$ cat src/rtl/zero_scan_ctrl.sv
// zero_scan_ctrl
// Decides whether a wide operand is all-zero by scanning it one CHUNK_W-bit
// slice per cycle through a single narrow OR-reduction. It also reports the
// index of the lowest non-zero chunk. A start/busy/done handshake connects it
// to the surrounding sequencer.
//
// State table:
//   state | meaning
//   IDLE  | waiting for start; results from the last scan are held
//   SCAN  | examining one chunk of the shadow copy per cycle
//   DONE  | one-cycle results-valid pulse; a start here is accepted
//
// Ports:
//   clk            rising-edge clock
//   rst            synchronous active-high reset; aborts a scan without done
//   start          scan request, accepted only in IDLE or DONE
//   early_exit     sampled with start; stop at the first non-zero chunk
//   data_in        operand, copied into the shadow register on accept
//   busy           high while scanning
//   done           one-cycle pulse, results valid
//   is_zero        whole operand zero
//   first_nz       index of the lowest non-zero chunk (0 when is_zero)
//   chunks_scanned number of chunks examined in the last scan
//
// DATA_W must be an integer multiple of CHUNK_W.
module zero_scan_ctrl #(
    parameter  int DATA_W     = 1024,
    parameter  int CHUNK_W    = 64,
    localparam int NUM_CHUNKS = DATA_W / CHUNK_W,
    localparam int IDX_W      = (NUM_CHUNKS > 1) ? $clog2(NUM_CHUNKS) : 1
) (
    input  logic              clk,
    input  logic              rst,
    input  logic              start,
    input  logic              early_exit,
    input  logic [DATA_W-1:0] data_in,
    output logic              busy,
    output logic              done,
    output logic              is_zero,
    output logic [IDX_W-1:0]  first_nz,
    output logic [IDX_W:0]    chunks_scanned
);

    typedef enum logic [1:0] {
        IDLE = 2'd0,
        SCAN = 2'd1,
        DONE = 2'd2
    } state_t;

    localparam logic [IDX_W-1:0] LAST_IDX = IDX_W'(NUM_CHUNKS - 1);

    state_t                                state;
    // The shadow copy is viewed as an array of chunks so that the slice
    // under test is a simple index select feeding one CHUNK_W-wide OR.
    logic [NUM_CHUNKS-1:0][CHUNK_W-1:0]    shadow;
    logic [IDX_W-1:0]                      idx;
    logic                                  nz_seen;
    logic                                  ee_q;
    logic                                  chunk_nz;
    logic                                  last_step;

    assign chunk_nz  = |shadow[idx];
    assign last_step = (idx == LAST_IDX) || (ee_q && chunk_nz);

    always_ff @(posedge clk) begin
        if (rst) begin
            state          <= IDLE;
            shadow         <= '0;
            idx            <= '0;
            nz_seen        <= 1'b0;
            ee_q           <= 1'b0;
            busy           <= 1'b0;
            done           <= 1'b0;
            is_zero        <= 1'b0;
            first_nz       <= '0;
            chunks_scanned <= '0;
        end else begin
            case (state)
                IDLE, DONE: begin
                    done <= 1'b0;
                    if (start) begin
                        shadow         <= data_in;
                        ee_q           <= early_exit;
                        idx            <= '0;
                        nz_seen        <= 1'b0;
                        is_zero        <= 1'b0;
                        first_nz       <= '0;
                        chunks_scanned <= '0;
                        busy           <= 1'b1;
                        state          <= SCAN;
                    end else begin
                        state <= IDLE;
                    end
                end

                SCAN: begin
                    // start is deliberately ignored here: no restart, no error.
                    if (chunk_nz && !nz_seen) begin
                        first_nz <= idx;
                        nz_seen  <= 1'b1;
                    end
                    if (last_step) begin
                        // The current chunk has not reached nz_seen yet, so
                        // both must be folded into the verdict.
                        is_zero        <= ~(nz_seen | chunk_nz);
                        chunks_scanned <= (IDX_W+1)'(idx) + (IDX_W+1)'(1);
                        busy           <= 1'b0;
                        done           <= 1'b1;
                        state          <= DONE;
                    end else begin
                        idx <= idx + IDX_W'(1);
                    end
                end

                default: begin
                    busy  <= 1'b0;
                    done  <= 1'b0;
                    state <= IDLE;
                end
            endcase
        end
    end

endmodule

$ cat config.mk
export PLATFORM = sky130hd
export DESIGN_NAME = zero_scan_ctrl
export DESIGN_NICKNAME = d
export VERILOG_FILES = /design/src/rtl/zero_scan_ctrl.sv
export SDC_FILE = /design/constraint.sdc
export NUM_CORES = 2
export LEC_CHECK = 0
export ABC_AREA = 1
export BUFFER_PORTS_ARGS = -buffer_cell sky130_fd_sc_hd__buf_2
export CELL_PAD_IN_SITES_DETAIL_PLACEMENT = 0
export CELL_PAD_IN_SITES_GLOBAL_PLACEMENT = 1
export CORE_AREA = 2 2 405 407
export DETAILED_ROUTE_END_ITERATION = 10
export DIE_AREA = 0 0 407 409
export MAX_ROUTING_LAYER = met4
export PLACE_DENSITY = 0.58
export SETUP_SLACK_MARGIN = 0.15
export SLEW_MARGIN = 10
export SYNTH_ARGS = -nofsm -noshare
export SYNTH_HDL_FRONTEND = slang
export SYNTH_SLANG_ARGS = --single-unit
$ cat constraint.sdc
create_clock -name clk -period 3.3 [get_ports clk]
set_input_delay 0.66 -clock clk [delete_from_list [all_inputs] [get_ports clk]]
set_output_delay 0.66 -clock clk [all_outputs]
set_load 0.05 [all_outputs]
Yosys cells after proc, flatten, opt, wreduce, memory -nomap -nowiden
Index checks and enable logic that the tools add are counted.
Word-level totals
  input bits: 1028
  memories: 0
  bits in latches: 0
  memory bits (writable): 0
  register bits after elaboration: 1044
  memory bits (read-only): 0
Cells by class
  mux-type cells: 21
  divide/modulo/power cells: 0
  add/subtract/negate cells: 2
  magnitude comparators: 1
  shift-type cells: 0
  $mul: 0
  eq/ne operators: 7
  bitwise operators: 3
  reduce and logical (&&, ||, !) cells: 14
Operators by type and width (number)
  $bmux W64 S4: 1
  $mux W64: 1
  $reduce_or A64 Y1: 1
  $pmux W4 S2: 2
  $mux W4: 3
  $mux W5: 2
  $pmux W5 S2: 1
  $reduce_and A3 Y1: 3
  $ne A2 B2 Y1 const B: 4
  $mux W1: 6
  $pmux W1 S2: 3
  $add A4 B1 Y5 const B: 1
  $lt A4 B5 Y1 const B: 1
  $add A4 B1 Y4 const B: 1
  $eq A4 B4 Y1 const B: 1
  $pmux W2 S2: 1
  $reduce_and A2 Y1: 2
  $reduce_or A2 Y1: 2
  $eq A2 B1 Y1 const B: 1
  $eq A2 B2 Y1 const B: 1
  $logic_and A1 B1 Y1: 2
  $logic_not A2 Y1: 1
  $mux W2: 1
  $not A1 Y1: 2
  other kinds (4): 4

Logic depth before layout (Yosys ltp)
  depth in word-level cells: 7
  gate-level depth with buffers: 24

Worst setup path after synthesis
Ideal clock, no wire load.
  path type: reg-to-reg
  start point: register idx[0]
  end point: register chunks_scanned[0]
  path buffers: 4
  arrival: 1.929 ns
  period minus slack after synthesis: 2.044 ns
  path slack: 1.256 ns
  stages on the path, launching flop included: 22
  cells stage by stage: dfxtp_1 -> buf_6 -> inv_4 -> buf_6 -> buf_6 -> nor2_1 -> nand3_1 -> nand2_1 -> nand2_1 -> nor2_1 -> nand3_1 -> nand3_1 -> nand3_1 -> nand2_1 -> nand2_4 -> nand2_2 -> nand2_1 -> nand2_2 -> buf_6 -> nand3_1 -> nand2_1 -> nor2_1
On the way
  cells in the longest elaborated chain, start to end: 7
  elaborated cells on any way between the ends: 11
  those cells by class: add/sub (1); eq/ne (2); mux (4); reduce/logical (4)
Ends and longest elaborated chain
  from (decl): RTL line 56  | logic [IDX_W-1:0] idx;
  from (signal assigned): RTL line 111  | idx <= idx + IDX_W'(1);
  $bmux W64 S4: RTL line 62  | assign chunk_nz = |shadow[idx];
  $mux W64 (not written as such): RTL line 62
  $reduce_or A64 Y1: RTL line 62
  $logic_and A1 B1 Y1: RTL line 63  | assign last_step = (idx == LAST_IDX) || (ee_q && chunk_nz);
  $logic_or A1 B1 Y1: RTL line 63
  $ne A2 B2 Y1 (no source line)
  $reduce_and A3 Y1 (no source line)
  to (signal assigned): RTL line 106  | chunks_scanned <= (IDX_W+1)'(idx) + (IDX_W+1)'(1);
  to (decl): RTL line 41  | output logic [IDX_W:0] chunks_scanned
Several ways; a longest one is shown, not always the timed one. The select of a mux whose other input is x is not followed.
A chain may end at the register's enable or synchronous reset.

Worst setup path in the final report
  start point: register idx[0]
  end point: register chunks_scanned[3]
The elaborated chain is that of the path after synthesis.

==> impl_metrics.tcl <==
set metrics [dict create \
    status "completed" \
    utilization_pct 32.0 \
    synth_compound_area_share_pct 13.8 \
    place_inst 8613 \
    syn_to_final_growth_pct 29.1 \
    synth_most_common_cell "nor2_1" \
    overflow 0 \
    p_sw_share_pct 28.8 \
    wl_per_cell_um 20.0 \
    core_um2 162000 \
    drtIter0Drc 2838 \
    syn_avg_cell_area_um2 7.10 \
    drive_above_1_share_pct 20.4 \
    io_pins 1040 \
    yosys.area_share.adder_pct 0.0311 \
    grt_max_degree 199 \
    grt_pass1_wl_mm 253 \
    cp.required_ns 3.94 \
    grt_usage_pct 21.0 \
    path_common_cell "nand2_1" \
    postSynthCellCount 5665 \
    htreeDepth 3 \
    cts_setup_buffers 0 \
    num-nets-final 7589 \
    synth_area_um2 40200 \
    synth-seq-cells 1044 \
    clkPwrFrac_pct 40.9 \
    vias_per_cell 4.47 \
    synth.distinct_cells 23 \
    synthArstFlopShare_pct 0 \
    clk_pin_slew_ns 0.06 \
    synth.top_cell.area_share_pct 52.0 \
    p_per_area_nw_per_um2 622 \
    rsz0062_at_grt "false" \
    grt_pass1_vias 39100 \
    final.setup_skew_ns 0.0459 \
    post-place-ws_ns 0.243 \
    row_count 148 \
    cts_tree "yes" \
    cts_resized 0 \
    max_stage_delay_ns 0.47 \
    worstHoldPathCells 3 \
    clock_path_buffers 3 \
    power_frac_comb_pct 14.9 \
    slew_headroom_pct 34.1 \
    holdWs_ns 0.132 \
    die_h_um 409 \
    ys.flop_type "dfxtp_1" \
    gp_congestion 0.831 \
    synth_seq_area_share_pct 52.0 \
    final.setup.tns_ns 0 \
    hold_path_class "in2reg" \
    arrival_ns 3.47 \
    grt_antenna_before_repair 44 \
    nFillCells 17700 \
    drv_slew 0 \
    cp_cell_sequence "buf_6 > nor2_1 > nand2_1 > nand2_1 > nand2_1 > nor2_1 > nand3b_1 > nand3_1 > nand3_1 > nand2_1 > nand2_4 > nand2_2 > nand2_1 > nand2_2 > a21oi_1 > nor2_1" \
    synth_area_leader_cell "dfxtp_1" \
    critical_path_depth 16 \
    cap_violations 0 \
    syn-num-nets 6694 \
    holdBufCountCts 0 \
    seqPwrFrac_pct 44.2 \
    io_buffers 1039 \
    instances_no_fill 8861 \
    tightest_slew_ns 0.989 \
    reg2regPathDepth 16 \
    max_clock_freq_ghz 0.354 \
    fin_crit_sh_pct 85.7 \
    synth_simple_gate_area_share_pct 29.5 \
    slowest_stage "dfxtp_4" \
    clk_latency_ns 0.74 \
    synthXorXnorAreaFrac_pct 0 \
    cts_buffers 120 \
    start_util_pct 24.8 \
    cp-start-kind "flop" \
    drt_wl_total_mm 177 \
    crit_fanout 24 \
    dp_hpwl_mm 131 \
    finalHoldViolations 0 \
    switchingPower_mw 9.30 \
    vdd_drop_max_mv 0.477 \
    synthMuxAreaShare_pct 0 \
    path_delay_family "simple AND/OR/NAND/NOR gates" \
    firstDrtPassIters 5 \
    cts_sinks 1044 \
    postRouteAntennaNets 0 \
    period_needed_ns 2.83 \
    endpoint_kind "flop" \
    synth_area_leaders "dfxtp_1 (52%), nor2_1 (22%), o21ai_0 (13%)" \
    path_buf_inv 1 \
    route.vias.total 39600 \
    dieWidth_um 407 \
    setup_viol_count_final 0 \
    synth_top_family_by_area "simple AND/OR/NAND/NOR gates" \
    synth_common_cells "nor2_1 (2,346), dfxtp_1 (1,044), o21ai_0 (1,027), nand2_1 (380), clkbuf_1 (345)" \
    cts-root-buf "clkbuf_16" \
    setup_ws_ns 0.472 \
    synth-edff-count 0 \
    internal_power_mw 23.0 \
    synth_warnings 0 \
    drc 0 \
    leakage_nw 23.8 \
    crit_type "reg2reg" \
    die_area_um2 166000 \
]
worst register-to-register path: stages (launching register included):
cell and delay [ns]:
dfxtp_4 0.47, buf_6 0.32, nor2_1 0.18, nand2_1 0.09, nand2_1 0.16, nand2_1 0.10, nor2_1 0.04, nand3b_1 0.20
nand3_1 0.24, nand3_1 0.14, nand2_1 0.09, nand2_4 0.13, nand2_2 0.07, nand2_1 0.09, nand2_2 0.15, a21oi_1 0.21
nor2_1 0.06
logic make-up (layout without fill, tap and decap cells):
kind of cell | count (synthesis) | after routing
compound gates | 1108 | 1108
fa+ha+maj | 1 | 1
buf+inv | 472 | 1462
flops | 1044 | 1044
simple gates | 3040 | 3040
other cells | 0 | 31
layer usage:
metal  track usage, %  wire, um
met5                -         0
met4             6.20      5160
met3             3.52      9110
met2             34.3     83300
met1             26.6     79700
sequential cells by signal (all words and copies together), names as in the netlist:
name and cells:
shadow 1024, first_nz 4, nz_seen 1, ee_q 1, idx 4, is_zero 1, chunks_scanned 5, state 2
done 1, busy 1
cells in the final DEF (no fill, tap or decap), types with 4 or more instances in the layout:
master / count
a21oi_1: 80
buf_12: 34
buf_2: 1039
buf_4: 77
clkbuf_1: 30
clkbuf_16: 123
clkbuf_8: 26
clkinv_16: 4
clkinv_2: 27
clkinvlp_4: 4
dfxtp_1: 1041
diode_2: 31
inv_1: 86
inv_2: 4
nand2_1: 379
nand2_2: 4
nand3_1: 119
nand3b_1: 16
nor2_1: 2344
nor3_1: 172
o21ai_0: 1027
area by class of cell:
type                    count  area, um2  share of cell area, %
repair buffers           1151       6470                   12.5
inverters                  94        384                  0.740
flip-flops and latches   1044      20900                   40.3
multi-input cells        4149      17400                   33.6
diodes                     31       77.6                  0.149
well taps                2175       2720                   5.24
clock inverters            38        354                  0.682
clock buffers             179       3550                   6.84
power groups by stage:
stage          sequential [mW]  clock, mW  combinational, mW
2_1_floorplan             14.4          0               2.63
3_3_place_gp              14.5          0               4.90
3_5_place_dp              14.5          0               4.89
4_1_cts                   14.3       13.6               4.92
5_1_grt                   14.4       14.1               5.43
6_report                  14.3       13.2               4.81
worst paths after layout:
check,startpoint,to,slack [ns]
min,data_in[887],shadow[887]$_SDFFE_PP0P_,0.13
min reg2reg,shadow[19]$_SDFFE_PP0P_,shadow[19]$_SDFFE_PP0P_,0.45
max,idx[0]$_SDFFE_PP0P_,chunks_scanned[3]$_SDFFE_PP0P_,0.47
max reg2reg,idx[0]$_SDFFE_PP0P_,chunks_scanned[3]$_SDFFE_PP0P_,0.47
stage by stage:
stage	total power [mW]	instance area [um2]
floorplan	17.0	40200
global placement	19.4	47900
detailed placement	19.4	47900
CTS	32.8	51800
global route	33.9	51900
finish	32.3	51900
Note: power is estimated with default switching activity, not from simulation.
